File: src/rtl/clk_divide7_dut.sv
`timescale 1ns/1ps
`default_nettype none
// ============================================================================
//  Module   : clk_divide7_dut
//  Brief    : Divide-by-DIV clock generator with 50% duty cycle. Odd ratios
//             AND a posedge phase register with a negedge-delayed copy, which
//             stretches the low time by half a clock and gives an exact 50%.
//  Revision : 1.0 - initial release
// ============================================================================
module clk_divide7_dut #(
   parameter int DIV = 7
) (
   input  logic clk,
   input  logic rst,          // asynchronous, active-low
   output logic clkDivide7
);

   localparam int CNT_W = (DIV < 2) ? 1 : $clog2(DIV);
   localparam logic [CNT_W-1:0] c_LAST = CNT_W'(DIV - 1);
   localparam logic [CNT_W-1:0] c_HIGH = CNT_W'((DIV + 1) / 2);

   // Ratios below 2 cannot form a divided clock.
   if (DIV < 2) begin : g_div_check
      $error("clk_divide7_dut: DIV must be >= 2");
   end

   logic [CNT_W-1:0] r_cnt;
   logic             r_p;
   logic [CNT_W-1:0] w_cnt_nxt;

   // Next counter value: wrap from the last count straight back to 0.
   always_comb begin
      w_cnt_nxt = r_cnt + CNT_W'(1);
      if (r_cnt == c_LAST) begin
         w_cnt_nxt = '0;
      end
   end

   // Posedge counter and phase; reset parks the counter at its last value so
   // the first posedge after release lands on count 0.
   always_ff @(posedge clk or negedge rst) begin
      if (!rst) begin
         r_cnt <= c_LAST;
         r_p   <= 1'b0;
      end else begin
         r_cnt <= w_cnt_nxt;
         r_p   <= (w_cnt_nxt < c_HIGH);
      end
   end

   if ((DIV % 2) == 1) begin : g_odd
      logic r_n;

      // Half-cycle delayed copy of the phase; ANDing both registers delays
      // the rise by half a clock while the fall stays on the posedge.
      always_ff @(negedge clk or negedge rst) begin
         if (!rst) begin
            r_n <= 1'b0;
         end else begin
            r_n <= r_p;
         end
      end

      assign clkDivide7 = r_p & r_n;
   end else begin : g_even
      assign clkDivide7 = r_p;
   end

endmodule
`default_nettype wire

File: config.mk
export PLATFORM = sky130hd
export DESIGN_NAME = clk_divide7_dut
export DESIGN_NICKNAME = d
export VERILOG_FILES = /design/src/rtl/clk_divide7_dut.sv
export SDC_FILE = /design/constraint.sdc
export NUM_CORES = 1
export LEC_CHECK = 0
export BUFFER_PORTS_ARGS = -buffer_cell sky130_fd_sc_hd__buf_2
export CAP_MARGIN = 20
export CORE_AREA = 10 10 47 49
export CTS_CLUSTER_SIZE = 8
export DETAILED_ROUTE_END_ITERATION = 7
export DIE_AREA = 0 0 57 59
export PLACE_DENSITY = 0.3
export SYNTH_ARGS = -nofsm -noshare
export SYNTH_HDL_FRONTEND = slang
export SYNTH_SLANG_ARGS = --single-unit
File: constraint.sdc
create_clock -name clk -period 1 [get_ports clk]
set_input_delay 0.15 -clock clk [delete_from_list [all_inputs] [get_ports clk]]
set_output_delay 0.15 -clock clk [all_outputs]
set_load 0.005 [all_outputs]
==> run summary <==
The largest net degree at the start of global routing came out at 6. The kind of start point of the critical path is a flip-flop. The die width came out at 57 um.

The final weighted congestion in routability-driven placement came out at 0.693. After floorplanning, the core was sized to cover 1400 sq um. The synthesized net count is 14. The number of diodes added for antenna fixing is 0. The warning count from the yosys run came out at 0. The busiest layer in global routing is met3. Data on the critical path arrives at its endpoint at 1.34 ns. The number of stages on the worst setup path is 2. The clock net in this run drives a total of 5 sinks.

The count of endpoints failing hold in the final timing report is 0. The maximum buffer depth of the clock tree came out at 2. The met2 routing resource usage after global routing came out at 2.64%. The proportion of synthesized chip area in sequential cells came out at 70.3%.

For the worst setup path, the data required time is 0.85 ns. The final setup slack of the worst path is -0.494 ns. The slew at the pin closest to its max-slew limit came out at 0.117 ns. TritonCTS built the clock tree. Leaving out fill and tap cells, the most frequent cell in the layout is sky130_fd_sc_hd__clkbuf_4.

The first detailed-routing pass took 2 iterations. The number of distinct library cell variants in the gate-level netlist after synthesis is 9. The path class of the tightest hold or removal check is input port to async pin. Counting flops and latches in the post-synthesis netlist gives 5. The mean cell area of the mapped netlist came out at 15.1 sq um.

The run finished, with violations left. The H-tree level count is 1. The port buffer count is 2. The synthesized area is 181 sq um. The biggest fanout along the worst timing path is 1. The overall routed net length came out at 282 um. The max capacitance violation total is 0. The overall die height is 59 um.

The clock skew after layout is 0.0122 ns. The average wire length per cell after detail routing came out at 7.83 um. The post-CTS setup repair buffer count came out at 0. The dominant cell type by area after synthesis is sky130_fd_sc_hd__dfstp_2. STA classifies the critical path endpoint as a primary output. The overall via count from detail_route is 118.

The initial standard-cell utilization of the core is 12.9%. The detailed router finished its first iteration with 4 violations. Ranked by total cell area, the synthesized netlist is headed by sky130_fd_sc_hd__dfstp_2 (29%), sky130_fd_sc_hd__dfrtp_1 (28%), sky130_fd_sc_hd__dfrtn_1 (14%). From synthesis to final layout, the design area changed by 47.6%. The total of endpoints with negative setup slack in the final report came out at 2. The post-synthesis instance total came out at 12. The global routing usage on met1 came out at 2.16%.

The worst vdd rail ir drop came out at 0.000920 V. The final non-filler cell total is 36. The tree is rooted in a sky130_fd_sc_hd__clkbuf_4. The global-route wire length before repair came out at 565 um. Counting both buffers and inverters, the worst setup path holds a total of 1. The via count normalized by instance count is 3.28. The number of slew-limit violations in the final report is 0. After detailed placement, the design holds a cell count of 31. The floorplan die area is 3360 sq um. The total CTS buffers is 3. Setup repair after global routing could not meet its margin everywhere. The standard cell with the maximum stage delay on the critical path is sky130_fd_sc_hd__dfrtn_1. The power density normalized to cell area came out at 1660 nW/um^2. Summed over all layers, the global routing overflow is 0. The clock latency at the later pin of the worst-skew pair came out at 0.25 ns.

The initial antenna violation count was 0. The number of placement rows is 14. The number of nets still failing antenna checks after routing came out at 0. The total routing usage reported by global routing came out at 2.51%. Summed over all cells, the static leakage comes to 0.116 nW. The signal on the critical path passes through and2_4 > buf_6.

The final reports fail on setup timing. The final-stage net count came out at 23. The cell depth of the worst flop-to-flop path came out at 0. The fill cell total of the finished layout is 158.

The hold slack is 0.254 ns. The proportion of layout cells with a drive suffix above 1 is 60.0%. Global routing used 4.29% of the available met3 tracks. The residual DRC count is 0. The longest individual stage delay on the worst path came out at 0.38 ns. The I/O pin count came out at 3. The class of the most critical setup path is flip-flop to primary output. After clock tree synthesis, the clock-pin slew on the worst setup and hold paths is 0.04 ns. Leaving out fill and tap cells, the most frequent cells in the layout are sky130_fd_sc_hd__clkbuf_4 (3), sky130_fd_sc_hd__dfrtp_1 (2), sky130_fd_sc_hd__dfstp_2 (2). The kind of cell with the highest combined delay along the critical path is flip-flops. The remaining max-slew budget at the tightest pin came out at 92.0%. The fraction of synthesized cell area taken by the top area cell type came out at 29.0%.

The number of global-route vias before repair is 131. The total power consumption of the routed design came out at 444 uW.
metrics by stage:
step,utilization (%),worst slack (ns),area (sq um),TNS (ns)
3_3_place_gp,15.6,-0.220,219,-0.242
5_1_grt,19.1,-0.536,268,-0.582
3_5_place_dp,15.6,-0.223,219,-0.246
2_1_floorplan,-,-0.125,181,-0.127
4_1_cts,18.5,-0.495,259,-0.509
6_report,19.1,-0.494,268,-0.508
report_power, final:
part / switching (mW) / internal, mW
registers: 0 / 0.204
logic: 0.00431 / 0.00397
clock network: 0.0810 / 0.151
state kept, by name (all words and copies together), names as in the netlist:
name,cells
g_odd.r_n,1
r_cnt,3
r_p,1
final cells by class:
class	count	area, sq um	share of cell area (%)
Tap cell	16	20.0	7.48
Clock buffer	4	26.3	9.81
Timing Repair Buffer	4	33.8	12.6
Multi-Input combinational cell	7	60.1	22.4
Sequential cell	5	128	47.7
what timing repair did:
action	4_1_cts	5_1_grt
cloned	0	0
resized for setup	1	2
endpoints found under the setup margin	3	3
endpoints found under the hold margin	4	0
hold buffers	1	0
worst paths after layout:
kind / end / start / slack, ns
max: clkDivide7 / g_odd.r_n$_DFF_NN0_ / -0.49
min reg2reg: r_cnt[0]$_DFF_PN0_ / r_cnt[0]$_DFF_PN0_ / 0.49
min in group clk: r_cnt[0]$_DFF_PN0_ / r_cnt[0]$_DFF_PN0_ / 0.49
min: r_p$_DFF_PN0_ / rst / 0.25
max in group asynchronous: g_odd.r_n$_DFF_NN0_ / rst / 0.21
max reg2reg: g_odd.r_n$_DFF_NN0_ / r_p$_DFF_PN0_ / -0.01
cells in the mapped netlist, drive strengths merged:
cell type,count
a21oi,1
and2,1
dfrtn,1
dfrtp,2
dfstp,2
mux2,2
mux2i,1
nand2,1
nor2,1
per-layer routing:
| metal | part of all wire [%] | wire length (um) |
|---|---|---|
| met5 | 0 | 0 |
| met4 | 0 | 0 |
| met3 | 24 | 68 |
| met2 | 33 | 92 |
| met1 | 43 | 121 |
logic make-up (layout without fill, tap and decap cells):
family          Yosys count  after routing  synth area share [%]
flops                     5              5                  70.3
mux                       3              3                  17.9
simple gates              3              3                  8.97
compound gates            1              1                  2.76
buf+inv                   0              8                     0
(Power assumes the default switching activity.)
